`src/rtl/uart_cmd_rx.sv`:
```
// ============================================================================
//  Module   : uart_cmd_rx
//  Purpose  : 8N1 UART receiver with a 'g'/'s' power-up authorisation FSM.
//             Optional even parity when UART_PARITY_EN is defined.
//  Revision : 1.0  initial release
// ============================================================================
`default_nettype none

module uart_cmd_rx #(
  parameter int          BAUD_DIV = 2604,
  parameter logic [7:0]  CMD_GO   = 8'h67,
  parameter logic [7:0]  CMD_STOP = 8'h73
) (
  input  logic       clk,
  input  logic       rst,
  input  logic       RX,
  input  logic       clr_rdy,
  input  logic       rider_off,
  output logic [7:0] rx_data,
  output logic       rdy,
  output logic       frm_err,
  output logic       pwr_up
);

  localparam int          CW   = $clog2(BAUD_DIV);
  localparam logic [CW-1:0] HALF = CW'(BAUD_DIV / 2);
  localparam logic [CW-1:0] FULL = CW'(BAUD_DIV - 1);

  typedef enum logic [2:0] {
    RX_IDLE  = 3'd0,
    RX_START = 3'd1,
    RX_DATA  = 3'd2,
`ifdef UART_PARITY_EN
    RX_PAR   = 3'd3,
`endif
    RX_STOP  = 3'd4
  } rx_state_t;

  typedef enum logic [1:0] {
    AUTH_OFF  = 2'd0,
    AUTH_PWR1 = 2'd1,
    AUTH_PWR2 = 2'd2
  } auth_state_t;

  rx_state_t   rx_state;
  auth_state_t auth_state;

  logic          rx_meta;
  logic          rx_s;
  logic          rx_s_d;
  logic [CW-1:0] baud_cnt;
  logic [2:0]    bit_cnt;
  logic [7:0]    shift_reg;
  logic          cmd_stb;
  logic          start_edge;
  logic          par_ok;

  assign start_edge = rx_s_d & ~rx_s;

`ifdef UART_PARITY_EN
  logic par_bit;
  assign par_ok = ~(^shift_reg ^ par_bit);
`else
  assign par_ok = 1'b1;
`endif

  // Two-flop synchroniser plus one delayed copy for falling-edge detection
  always_ff @(posedge clk) begin
    if (rst) begin
      rx_meta <= 1'b1;
      rx_s    <= 1'b1;
      rx_s_d  <= 1'b1;
    end else begin
      rx_meta <= RX;
      rx_s    <= rx_meta;
      rx_s_d  <= rx_s;
    end
  end

  always_ff @(posedge clk) begin
    if (rst) begin
      rx_state  <= RX_IDLE;
      baud_cnt  <= '0;
      bit_cnt   <= '0;
      shift_reg <= '0;
      rx_data   <= '0;
      rdy       <= 1'b0;
      frm_err   <= 1'b0;
      cmd_stb   <= 1'b0;
`ifdef UART_PARITY_EN
      par_bit   <= 1'b0;
`endif
    end else begin
      cmd_stb <= 1'b0;
      // Later assignments in the STOP branch override this, so a frame
      // completing in the same cycle as clr_rdy leaves rdy set.
      if (clr_rdy) rdy <= 1'b0;
      case (rx_state)
        RX_IDLE: begin
          if (start_edge) begin
            baud_cnt <= HALF;
            rdy      <= 1'b0;
            frm_err  <= 1'b0;
            rx_state <= RX_START;
          end
        end
        RX_START: begin
          if (baud_cnt != '0) begin
            baud_cnt <= baud_cnt - 1'b1;
          end else if (rx_s) begin
            rx_state <= RX_IDLE;
          end else begin
            baud_cnt <= FULL;
            bit_cnt  <= '0;
            rx_state <= RX_DATA;
          end
        end
        RX_DATA: begin
          if (baud_cnt != '0) begin
            baud_cnt <= baud_cnt - 1'b1;
          end else begin
            shift_reg <= {rx_s, shift_reg[7:1]};
            baud_cnt  <= FULL;
            bit_cnt   <= bit_cnt + 1'b1;
            if (bit_cnt == 3'd7) begin
`ifdef UART_PARITY_EN
              rx_state <= RX_PAR;
`else
              rx_state <= RX_STOP;
`endif
            end
          end
        end
`ifdef UART_PARITY_EN
        RX_PAR: begin
          if (baud_cnt != '0) begin
            baud_cnt <= baud_cnt - 1'b1;
          end else begin
            par_bit  <= rx_s;
            baud_cnt <= FULL;
            rx_state <= RX_STOP;
          end
        end
`endif
        RX_STOP: begin
          if (baud_cnt != '0) begin
            baud_cnt <= baud_cnt - 1'b1;
          end else begin
            if (rx_s && par_ok) begin
              rx_data <= shift_reg;
              rdy     <= 1'b1;
              cmd_stb <= 1'b1;
            end else begin
              frm_err <= 1'b1;
            end
            // Back to IDLE at mid-stop so an immediate next start bit is seen
            rx_state <= RX_IDLE;
          end
        end
        default: rx_state <= RX_IDLE;
      endcase
    end
  end

  // cmd_stb and rx_data update on the same edge, so rx_data is the new byte
  always_ff @(posedge clk) begin
    if (rst) begin
      auth_state <= AUTH_OFF;
      pwr_up     <= 1'b0;
    end else begin
      case (auth_state)
        AUTH_OFF: begin
          if (cmd_stb && rx_data == CMD_GO) begin
            auth_state <= AUTH_PWR1;
            pwr_up     <= 1'b1;
          end
        end
        AUTH_PWR1: begin
          if (cmd_stb && rx_data == CMD_STOP) begin
            if (rider_off) begin
              auth_state <= AUTH_OFF;
              pwr_up     <= 1'b0;
            end else begin
              auth_state <= AUTH_PWR2;
            end
          end
        end
        AUTH_PWR2: begin
          if (cmd_stb && rx_data == CMD_GO) begin
            auth_state <= AUTH_PWR1;
          end else if (rider_off) begin
            auth_state <= AUTH_OFF;
            pwr_up     <= 1'b0;
          end
        end
        default: begin
          auth_state <= AUTH_OFF;
          pwr_up     <= 1'b0;
        end
      endcase
    end
  end

endmodule

`default_nettype wire
```
`config.mk`:
```
export PLATFORM = sky130hd
export DESIGN_NAME = uart_cmd_rx
export DESIGN_NICKNAME = d
export VERILOG_FILES = /design/src/rtl/uart_cmd_rx.sv
export SDC_FILE = /design/constraint.sdc
export NUM_CORES = 1
export LEC_CHECK = 0
export ABC_AREA = 1
export BUFFER_PORTS_ARGS = -buffer_cell sky130_fd_sc_hd__buf_4
export CORE_ASPECT_RATIO = 0.75
export CORE_UTILIZATION = 59
export CTS_CLUSTER_SIZE = 24
export DETAILED_ROUTE_END_ITERATION = 8
export GPL_ROUTABILITY_DRIVEN = 0
export GPL_TIMING_DRIVEN = 0
export PLACE_DENSITY = 0.77
export SLEW_MARGIN = 0
export SYNTH_ARGS = -nofsm -noshare
export SYNTH_HDL_FRONTEND = slang
export SYNTH_SLANG_ARGS = --single-unit
export TNS_END_PERCENT = 30
```
`constraint.sdc`:
```
create_clock -name clk -period 1.8 [get_ports clk]
set_input_delay 0.36 -clock clk [delete_from_list [all_inputs] [get_ports clk]]
set_output_delay 0.36 -clock clk [all_outputs]
set_load 0.01 [all_outputs]
```
==> results of run 1 <==
area by class of cell:
class                      count  area, sq um
multi-input combinational    230         1224
fill                         341         1096
sequential                    43        860.8
inverter                      43        161.4
timing repair buffer          14        105.1
clock buffer                   6        82.58
tap                           52        65.06
clock inverter                 2        35.03
buffer                         6        31.28
critical path, cell delays in order (launching register included):
cell                      delay (ps)
sky130_fd_sc_hd__dfxtp_1         320
sky130_fd_sc_hd__inv_1           140
sky130_fd_sc_hd__ha_1            220
sky130_fd_sc_hd__nand3_1         130
sky130_fd_sc_hd__nor2_4          150
sky130_fd_sc_hd__nand4_4         140
sky130_fd_sc_hd__buf_2           230
sky130_fd_sc_hd__o21ai_1         130
sky130_fd_sc_hd__a21oi_1          50
worst paths after layout:
path,to,slack (ps),depth (start not counted)
min reg2reg,rx_s,410,1
max reg2reg,rx_data[6],180,8
min,rx_meta,250,2
max,rx_data[6],180,8
layer usage:
layer / part of all wire, % / global-route usage, % / vias up
li1: - / - / 1080
met1: 54 / 38.30 / 906
met2: 40 / 34.08 / 52
met3: 5.6 / 5.978 / 7
met4: 1.2 / 9.066 / 0
met5: 0 / 0 / -
where the power goes:
group	leakage [nW]	switching [mW]	total [mW]	internal (mW)
combinational	0.731	1.32	2.04	0.721
clock	0.0612	0.338	0.787	0.449
sequential	0.349	0.170	1.29	1.12
total	1.14	1.83	4.12	2.29
timing repair:
action | in CTS | in global routing
hold endpoints to repair | 0 | 0
gates resized for setup | 0 | 1
endpoints found under the setup margin | 0 | 3
stage by stage:
step	hold WS, ps	power [mW]	instance area (sq um)
2_1_floorplan	389.5	2.941	2272
3_5_place_dp	395.9	3.302	2442
3_3_place_gp	390.6	3.272	2442
5_1_grt	233.3	4.438	2565
4_1_cts	236.3	4.099	2560
6_report	246.7	4.118	2565
cell usage in the layout, fill, tap and decap left out, types with 2 or more instances in the layout:
cell and instances:
sky130_fd_sc_hd__nand2_2 3, sky130_fd_sc_hd__a21boi_0 2, sky130_fd_sc_hd__a21oi_1 30, sky130_fd_sc_hd__nand3_2 3
sky130_fd_sc_hd__o21ai_0 23, sky130_fd_sc_hd__nor3_1 4, sky130_fd_sc_hd__inv_2 2, sky130_fd_sc_hd__nand4_1 3
sky130_fd_sc_hd__nor2_2 3, sky130_fd_sc_hd__dfxtp_1 43, sky130_fd_sc_hd__buf_4 14, sky130_fd_sc_hd__or2_2 2
sky130_fd_sc_hd__clkbuf_8 6, sky130_fd_sc_hd__nand2_1 69, sky130_fd_sc_hd__nor2_1 40, sky130_fd_sc_hd__clkbuf_1 4
sky130_fd_sc_hd__nand3_1 16, sky130_fd_sc_hd__inv_1 41, sky130_fd_sc_hd__nor2_4 5, sky130_fd_sc_hd__ha_1 8
sky130_fd_sc_hd__xnor2_1 2, sky130_fd_sc_hd__a211oi_1 2, sky130_fd_sc_hd__o21ai_1 3
cells by family (layout without fill, tap and decap cells):
logic type | count (synthesis) | in the layout | synth area share, %
AND/OR/NAND/NOR | 155 | 155 | 33.04
AO/OA/AOI/OAI | 64 | 64 | 15.03
buffers and inverters | 49 | 71 | 8.480
flip-flops | 43 | 43 | 37.89
adder cells (fa/ha/maj) | 8 | 8 | 4.405
XOR/XNOR | 3 | 3 | 1.157
==> impl_summary.md, run 1 <==
STA
The worst path uses 89.80% of the clock period. The worst clock skew on the final layout is 11.56 ps. Subtracting the final worst setup slack from the clock period gives roughly 1600 ps. Across all setup checks in the final design, the least slack found is 183.6 ps. The number of max-slew violations in the final report is 0. Setup repair after global routing left no endpoint under its margin. The setup-violating endpoint count in the final report is 0. The transition time of the tightest slew-check pin is 505.4 ps. The highest clock rate is slightly above 600 MHz. The total count of hold-check failures in the final report was 0. The headroom to the max-slew limit is 66.31%. The final setup TNS is 0 ps.

Clocking
The tree is rooted in a sky130_fd_sc_hd__clkbuf_8. The clock tree buffer depth is 2. The CTS buffer count is 5.

The number of H-tree levels is 2. The latest clock arrival within the worst-skew pair is 300 ps. For this design, the sink count on the clock tree is 43. Buffers added to address setup during post-CTS repair amount to 0. In this run, post-CTS hold repair placed 0 buffers. The TritonCTS clock tree is yes. The clock transition at the registers of the reported paths is 80 ps.

Logic synthesis
The most frequently used cell type in the post-synthesis netlist is sky130_fd_sc_hd__nand2_1. The post-synthesis cell type count is 35. Yosys printed 0 warnings. The fraction of synthesis flops using an asynchronous set or reset pin is 0%.

The number of synthesized register bits is 43. The mapped netlist covers around 2300 sq um. Summing the sequential cell areas from Yosys gives 37.89% of the chip area. In the post-synthesis netlist, the biggest area contributors are sky130_fd_sc_hd__dfxtp_1, sky130_fd_sc_hd__nand2_1, sky130_fd_sc_hd__inv_1.

By count the netlist is led by sky130_fd_sc_hd__nand2_1, sky130_fd_sc_hd__dfxtp_1, sky130_fd_sc_hd__inv_1. The post-synthesis net count is 335. Each instance of the synthesized netlist takes up on average 7.056 sq um. The instance count of the mapped netlist is 322. The synthesized design devotes to its leading area cell type 37.89% of total area.

For this run, the leading register cell type out of synthesis is sky130_fd_sc_hd__dfxtp_1. The post-synthesis cell type with the largest combined area is sky130_fd_sc_hd__dfxtp_1. In this run, synthesis inferred 0 flip-flops with an integrated enable.

Hold path
The worst hold path begins at RX. The classification of the worst-slack hold path is input pin to flip-flop.

Setup path
The type of origin of the critical path is a flip-flop. At the worst endpoint, the arrival time is 1810 ps. The critical path required time is around 2000 ps. The reg-to-reg critical path startpoint is baud_cnt[0]. In this run the worst path has a maximum fanout of 10. The launching instance or port of the critical path is baud_cnt[0].

The worst setup path is captured at a flip-flop. The kind of critical path is flip-flop to flip-flop.

Global route
Entering global routing, the biggest net connects 14 pins. Global routing used 25.16% of the available tracks across all layers. The first global-routing pass estimated 7852 microns of wire.

The aggregate global routing overflow is 0. The number of global-route vias before repair came to approximately 1,700. The initial antenna violation count came to 0.

Final layout
0 antenna diodes ended up in the layout. The fraction of the core area covered by cells at the end of the flow is 70.06%. The register with the most flip-flops in the layout has 12 of them. For this run, the post-layout net count is 356. Compared with the post-synthesis result, the final layout area differs by 12.89%. Cells with a size suffix above 1 make up 13.66% of the layout. The final standard cell count with taps included and fillers excluded is just under 400.

Placement
The number of cells after detailed placement is 388. The estimated wirelength of the detail-placed design is between 3000 and 4000 microns. The number of buffers added on ports is 14.

The post-place setup slack is 143.2 ps.

Routing
Using the TritonRoute via totals, the vias-per-cell ratio works out to just over 5. The count of nets left with antenna violations once routing finished came out at 0. The post-detailed-route wirelength per cell is 12.45 microns. Detailed routing inserted a total of between 2,000 and 2,500 vias. For this run, the detailed router's first-pass iteration total came to 4. The total DRC errors in the routed layout is 0. The total length of routed wires is 4929 microns. The starting DRC count in detailed routing is 149.

Outcome
The run finished with clean final reports.

Floorplan
The height of the die is 55.75 microns. The placement row count is 19. For this configuration, the core starts out at a cell density of 62.06%.

The floorplan step defined a core boundary enclosing 3661 sq um. For this design the top-level I/O count stands at 16. The die covers 4106 sq um. The die extent in x is 73.66 microns.

Power and ir drop
The analysis attributes to cell leakage a power of between 1 and 1.5 nW. In this run the power density over the cells is 1606 nW/um^2. VDD sags by at most 1.107 mV.

Job
Across the run, the number of max-cap violations was 0.
(Power assumes the default switching activity.)
==> run 2, diff against run 1 <==
--- a/config.mk
+++ b/config.mk
@@ -5,7 +5,6 @@
 export SDC_FILE = /design/constraint.sdc
 export NUM_CORES = 1
 export LEC_CHECK = 0
-export ABC_AREA = 1
 export BUFFER_PORTS_ARGS = -buffer_cell sky130_fd_sc_hd__buf_4
 export CORE_ASPECT_RATIO = 0.75
 export CORE_UTILIZATION = 59
==> impl_summary.md, run 2 <==
Outcome
The run finished, with violations left. The final reports fail on negative setup slack.

Setup path
The launching instance or port of the critical path is baud_cnt[5]. The stage delay of the slowest cell on the critical path is 520 ps (+200 ps). The kind of cell with the highest combined delay along the critical path is simple AND/OR/NAND/NOR gates. The critical path required time is 2020 ps (+30 ps). The destination of the worst register-to-register timing path is baud_cnt[4].

The most critical setup path has its endpoint at baud_cnt[4]. The cell that appears most often on the critical path is sky130_fd_sc_hd__buf_6. The worst setup path is launched from a flip-flop.

The worst-case register-to-register setup slack came to -300 ps (-480 ps). The worst path buffer plus inverter count is 3 (+1). The worst reg2reg path depth came to 8 (unchanged). The capturing element type of the critical path is a flip-flop. The critical path depth is 8 (unchanged).

Walking the worst path, the cells encountered are or4_4 -> buf_6 -> nor3_4 -> buf_6 -> buf_6 -> a31o_4 -> o21ai_2 -> a21oi_1. The critical path's slowest cell is sky130_fd_sc_hd__or4_4. The startpoint identified for the worst register-to-register timing path is baud_cnt[5]. The top fanout value on the critical path is 6 (-4).

The data arrival time of the critical path is 2320 ps (+510 ps). The worst setup path is of the flip-flop to flip-flop kind.

Routing
The met1 routed wirelength after detailed routing is 2670 microns (+1.2%). The number of routed nets with antenna violations is 0 (unchanged). The starting DRC count in detailed routing is 212 (+42%). The total DRC errors in the routed layout came to 0 (unchanged). The number of detailed-routing iterations run before antenna repair is 5 (+1). The post-detailed-route wirelength per cell came to 17.44 microns (+40%). The amount of wire on met3 after detailed routing is 494 microns (+80%).

The post-detailed-route via-to-cell ratio is 6.191 (+20%). The total via count after detailed routing came to 2,043 (-0.098%). The total length of routed wires came to 5754 microns (+17%). The routed wire length on met2 is 2481 microns (+27%). The topmost layer with routed signal wires is met4.

STA
The post-route worst hold slack is 246.4 ps (-0.2910 ps). The final worst setup slack came to -296.2 ps (-479.7 ps). The total count of hold-check failures in the final report came to 0 (unchanged).

Setup repair after global routing could not meet its margin everywhere. The final setup TNS is -8240 ps (-8240 ps). The fraction of the cycle the final worst path needs is 116.5% (+27 points). The clock period minus worst slack is 2096 ps (+479.7 ps). The worst clock skew on the final layout came to 10.25 ps (-1.306 ps). The transition time of the tightest slew-check pin is 702.3 ps (+196.9 ps).

The headroom to the max-slew limit is 52.82% (-13 points). The number of max-slew violations in the final report is 0 (unchanged). The setup-violating endpoint count in the final report is 38 (+38). The highest clock rate is 477.1 MHz (-23%).

Floorplan
The placement row count is 18 (-1). The height of the die is 54.44 microns (-2.3%). The effective utilization at floorplan is 63.61% (+1.5 points). The floorplan core area is 3401 sq um (-7.1%). The die outline area is 3915 sq um (-4.6%). The die extent in x came to 71.92 microns (-2.4%). The top-level I/O count came to 16 (unchanged).

Clocking
The latest clock arrival within the worst-skew pair was 300 ps (about the same). The TritonCTS clock tree is yes. The CTS buffer count was 5 (unchanged). The number of H-tree levels is 2 (unchanged). The clock transition at the registers of the reported paths came to 90 ps (about the same). Clock tree synthesis selected as its root buffer the cell sky130_fd_sc_hd__clkbuf_8. The TritonCTS sink count is 43 (unchanged).

The clock tree buffer depth is 2 (unchanged).

Power and ir drop
The worst supply voltage drop on vdd is 0.6023 mV (-46%). The power density normalized to cell area was 954.6 nW/um^2 (-41%). The post-route total power is 2.600 mW (-37%). The leakage power figure came to 1.083 nW (-5.1%).

Final layout
The number of fill cells in the layout was 223 (-35%). The number of nets in the final layout is 292 (-18%). In the layout the commonest cells are sky130_fd_sc_hd__dfxtp_1, sky130_fd_sc_hd__nor2_1, sky130_fd_sc_hd__buf_4. The total area of multi-input combinational cells was 1350 sq um (+10%). The area occupied by registers is 864.6 sq um (+0.44%).

The number of flip-flops under the largest register name is 12 (unchanged). The most frequent standard cell in the layout excluding fill and tap cells is sky130_fd_sc_hd__dfxtp_1. The number of antenna cells inserted is 0 (unchanged). The share of final-layout standard cells stronger than drive strength 1 is 25.00% (+11 points). The area growth from synthesis to layout is 25.91%.

Logic synthesis
The number of synthesized register bits was 43 (unchanged). The most frequently used flop master after synthesis is sky130_fd_sc_hd__dfxtp_1. The total of warnings raised by yosys is 0 (unchanged). The instance count of the mapped netlist is 249 (-23%). Among all cell types in the netlist, the one instantiated most often is sky130_fd_sc_hd__dfxtp_1. The post-synthesis cell type with the largest combined area is sky130_fd_sc_hd__dfxtp_1. By area the synthesized netlist is led by sky130_fd_sc_hd__dfxtp_1, sky130_fd_sc_hd__mux2i_1, sky130_fd_sc_hd__nor2_1. The summed instance area of the synthesized netlist is 2163 sq um (-4.8%). The fraction of synthesis flops using an asynchronous set or reset pin is 0% (unchanged). The post-synthesis net count is 262 (-22%). The part of the Yosys area used for sequential elements is 39.79% (+1.9 points). The number of synthesized flops with an enable pin is 0 (unchanged). The average size of a mapped cell was 8.688 sq um (+23%). In the synthesized netlist, the cells that appear most often are sky130_fd_sc_hd__dfxtp_1, sky130_fd_sc_hd__nor2_1, sky130_fd_sc_hd__mux2i_1.

The post-synthesis cell type count is 49 (+40%). The share of Yosys cell area claimed by the top area cell type is 39.79% (+1.9 points).

Job
The number of maximum-capacitance constraint violations is 0 (unchanged).

Global route
The global-route total usage across every layer came to 30.10% (+4.9 points). The initial antenna violation count is 0 (unchanged). The number of global-route vias before repair is 1,743 (+0.11%).

The aggregate global routing overflow is 0 (unchanged). The global-route wire length before repair was 8687 microns (+11%). The largest net degree at the start of global routing is 16 (+2).

Placement
The number of buffers added on ports was 14 (unchanged). The estimated wirelength of the detail-placed design is 3461 microns (-4.4%).

Hold path
The classification of the worst-slack hold path is input pin to flip-flop.
[run 2: changes by cell type after synthesis, moves of 13 or more]
cell                      delta
sky130_fd_sc_hd__a21oi_1    -17
sky130_fd_sc_hd__inv_1      -31
sky130_fd_sc_hd__mux2i_1    +17
sky130_fd_sc_hd__nand2_1    -66
sky130_fd_sc_hd__nand3_1    -16
sky130_fd_sc_hd__o21ai_0    -13
[run 2: power breakdown]
part	total, mW	internal [mW]	switching, mW
clock network	0.785	0.421	0.364
registers	1.02	0.985	0.0387
logic	0.791	0.329	0.462
total	2.60	1.74	0.865
[run 2: cells by family (layout without fill, tap and decap cells)]
group	count (synthesis)	in the layout	synth area share, %
fa+ha+maj	9	9	5.090
mux	18	18	8.386
simple gates	93	93	23.02
compound gates	59	59	18.16
buf+inv	26	57	5.147
xor+xnor	1	1	0.4049
flops	43	43	39.79
[run 2: how the worst min path moves through the flow]
| stage | startpoint | endpoint | depth (start not counted) |
|---|---|---|---|
| 2_1_floorplan | rx_meta | rx_s | 1 |
| 3_3_place_gp | rx_meta | rx_s | 1 |
| 3_5_place_dp | rx_meta | rx_s | 1 |
| 4_1_cts | RX | rx_meta | 2 |
| 5_1_grt | RX | rx_meta | 2 |
| 6_report | RX | rx_meta | 2 |
[run 2: final cells by class]
cell class / count / area share, %
multi-input combinational: 180 / 49.56
sequential: 43 / 31.74
timing repair buffer: 28 / 8.544
clock buffer: 5 / 2.526
tap: 50 / 2.297
buffer: 11 / 2.205
clock inverter: 3 / 1.746
inverter: 10 / 1.378
[run 2: per-layer routing]
metal  GRT usage, %  vias up
li1               -      978
met1          42.15      936
met2          46.38      111
met3          6.814       18
met4          9.804        0
met5              0        -
[run 2: timing repair]
| action | 4_1_cts | 5_1_grt |
|---|---|---|
| setup buffers | 10 | 2 |
| hold buffers | 0 | 0 |
| setup endpoints to repair | 37 | 40 |
| pin swaps | 11 | 14 |
| resized for setup | 39 | 14 |
| cloned | 2 | 0 |
[run 2: metrics by stage]
stage	setup WS, ps	instance area, sq um	utilization, %	std cells
finish	-296.2	2724	80.10	330
global route	-356.6	2724	80.10	330
CTS	-274.2	2675	78.66	330
detailed placement	-464.3	2340	68.80	313
global placement	-439.1	2340	68.80	313
floorplan	-197.3	2172	-	249
==> run 3, diff against run 2 <==
--- a/config.mk
+++ b/config.mk
@@ -5,6 +5,7 @@
 export SDC_FILE = /design/constraint.sdc
 export NUM_CORES = 1
 export LEC_CHECK = 0
+export ABC_AREA = 1
 export BUFFER_PORTS_ARGS = -buffer_cell sky130_fd_sc_hd__buf_4
 export CORE_ASPECT_RATIO = 0.75
 export CORE_UTILIZATION = 59
@@ -12,7 +13,7 @@
 export DETAILED_ROUTE_END_ITERATION = 8
 export GPL_ROUTABILITY_DRIVEN = 0
 export GPL_TIMING_DRIVEN = 0
-export PLACE_DENSITY = 0.77
+export PLACE_DENSITY = 0.74
 export SLEW_MARGIN = 0
 export SYNTH_ARGS = -nofsm -noshare
 export SYNTH_HDL_FRONTEND = slang
==> impl_summary.md, run 3 (synthesized netlist as in run 1, its figures left out) <==
Setup path
The type of origin of the critical path is a flip-flop. The worst path buffer plus inverter count is 3 (unchanged). The data arrival time of the critical path is 1850 ps (-470 ps). The slowest stage of the critical path belongs to the cell sky130_fd_sc_hd__nand3_1. The critical path's top delay family is simple AND/OR/NAND/NOR gates. The kind of critical path is flip-flop to flip-flop. The top fanout value on the critical path came to 7 (+1). The worst setup path is captured at a flip-flop. The cell that appears most often on the critical path is sky130_fd_sc_hd__inv_1. The stage delay of the slowest cell on the critical path was 330 ps (-190 ps). The critical path required time is 2000 ps (-20 ps). The critical path goes through inv_1 -> nand3_1 -> nand3_1 -> inv_1 -> nor2_4 -> inv_1 -> nor2_1 -> nor2_1.

Clocking
TritonCTS built the clock tree. The clock transition at the registers of the reported paths came to 80 ps (about the same). The count of hold-fix buffers inserted at cts came to 0 (unchanged). The TritonCTS sink count is 43 (unchanged). The post-CTS setup repair buffer count is 0 (-10). The clock tree buffer depth was 2 (unchanged).

The total of cells resized after clock tree synthesis came to 0 (-100%). The CTS root buffer is sky130_fd_sc_hd__clkbuf_8. The CTS buffer count was 5 (unchanged). The number of H-tree levels came to 2 (unchanged). The latest clock arrival within the worst-skew pair is 310 ps (about the same).

Global route
The global-route total usage across every layer was 27.14% (-3.0 points). The aggregate global routing overflow came to 0 (unchanged). The number of global-route vias before repair is 1,841 (+5.6%). The largest net degree at the start of global routing came to 14 (-2).

The initial antenna violation count came to 0 (unchanged). The global-route wire length before repair is 8355 microns (-3.8%).

Placement
The post-place setup slack was 164.5 ps (+628.8 ps). The estimated wirelength of the detail-placed design was 3616 microns (+4.5%). The number of cells after detailed placement was 388 (+24%).

The number of buffers added on ports is 14 (unchanged).

Routing
The total via count after detailed routing was 2,072 (+1.4%). The total length of routed wires is 5101 microns (-11%). The starting DRC count in detailed routing is 122 (-42%).

The post-detailed-route wirelength per cell is 12.88 microns (-26%). The post-detailed-route via-to-cell ratio is 5.232 (-15%). The number of routed nets with antenna violations was 0 (unchanged).

The total DRC errors in the routed layout came to 0 (unchanged). The number of detailed-routing iterations run before antenna repair is 5 (unchanged).

Job
The number of maximum-capacitance constraint violations is 0 (unchanged).

STA
The highest clock rate is 605.6 MHz (+27%). The fraction of the cycle the final worst path needs came to 91.73% (-25 points). The number of max-slew violations in the final report came to 0 (unchanged). The post-route worst hold slack is 235.5 ps (-10.90 ps).

The setup-violating endpoint count in the final report is 0 (-100%). The headroom to the max-slew limit was 64.54% (+12 points). The total count of hold-check failures in the final report is 0 (unchanged). The final setup TNS is 0 ps (+8240 ps). The final worst setup slack is 148.8 ps (+445.0 ps). Setup repair after global routing left no endpoint under its margin.

The worst clock skew on the final layout is 7.038 ps (-3.211 ps). The transition time of the tightest slew-check pin was 531.9 ps (-170.4 ps). The clock period minus worst slack came to 1651 ps (-445.0 ps).

Floorplan
The floorplan core area is 3661 sq um (+7.7%). The die outline area is 4106 sq um (+4.9%). The die extent in x is 73.66 microns (+2.4%). The placement row count is 19 (+1). The effective utilization at floorplan is 62.06% (-1.5 points).

The height of the die was 55.75 microns (+2.4%). The top-level I/O count is 16 (unchanged).

Final layout
The top cell types in the final layout, fill and taps aside, are sky130_fd_sc_hd__nand2_1, sky130_fd_sc_hd__dfxtp_1, sky130_fd_sc_hd__inv_1. The area growth from synthesis to layout is 12.67%. The share of final-layout standard cells stronger than drive strength 1 is 13.37% (-12 points). Leaving out fill and tap cells, the most frequent cell in the layout is sky130_fd_sc_hd__nand2_1. The number of antenna cells inserted was 0 (unchanged). The final standard cell count with taps included and fillers excluded came to 396 (+20%). The number of flip-flops under the largest register name is 12 (unchanged). The number of nets in the final layout is 356 (+22%).

Outcome
The flow ran to the end, and the final reports show no timing, DRC or antenna violations.

Power and ir drop
The post-route total power is 4.110 mW (+58%). The worst supply voltage drop on vdd is 1.233 mV (+100%). The leakage power figure came to 1.135 nW (+4.8%).

The power density normalized to cell area is 1606 nW/um^2 (+68%).

Hold path
The path class of the tightest hold or removal check is input pin to flip-flop.
-- run 3: cell count changes in the layout (fill, tap and decap cells not counted), sizes merged, moves of 15 or more --
| cell | previous run | this run |
|---|---|---|
| inv | 11 | 43 |
| mux2i | 17 | 0 |
| o21ai | 11 | 26 |
| a21oi | 13 | 30 |
| nand2 | 3 | 73 |
| nand3 | 1 | 20 |
| buf | 33 | 16 |
-- run 3: cell type report --
type / instances / area [sq um]
repair buffers: 14 / 105.1
flip-flops and latches: 43 / 860.8
clock buffers: 6 / 82.58
inverters: 43 / 161.4
fillers: 326 / 1101
clock inverters: 2 / 35.03
well taps: 52 / 65.06
plain buffers: 6 / 31.28
multi-input cells: 230 / 1219
-- run 3: metal layers --
layer	wire length (microns)	global-route usage, %	vias to the layer above
met4	78	7.692	0
met2	2156	39.19	65
met5	0	0	-
met1	2615	39.22	917
li1	-	-	1081
met3	252	7.790	9
-- run 3: worst paths after layout --
path	slack, ps	end	startpoint	depth (start not counted)
setup reg to reg	150	baud_cnt[10]	rx_state[1]	8
hold / removal	240	rx_meta	RX	2
hold reg to reg	440	rx_s	rx_meta	1
setup / recovery	150	baud_cnt[10]	rx_state[1]	8
-- run 3: worst reg2reg max path, delay by kind of cell (launching register included) --
family                 cells  cell delay, ps
buffers and inverters      3             300
AND/OR/NAND/NOR            5             910
flip-flops                 1             320
-- run 3: metrics by stage --
step | util, % | cell area [sq um]
6_report | 69.92 | 2560
5_1_grt | 69.92 | 2560
4_1_cts | 69.92 | 2560
3_5_place_dp | 66.71 | 2442
3_3_place_gp | 66.71 | 2442
2_1_floorplan | - | 2272
-- run 3: power by group --
group	switching, mW	internal (mW)	total (mW)
Combinational	1.31	0.720	2.03
Sequential	0.170	1.12	1.29
Clock	0.344	0.449	0.794
Total	1.82	2.29	4.11
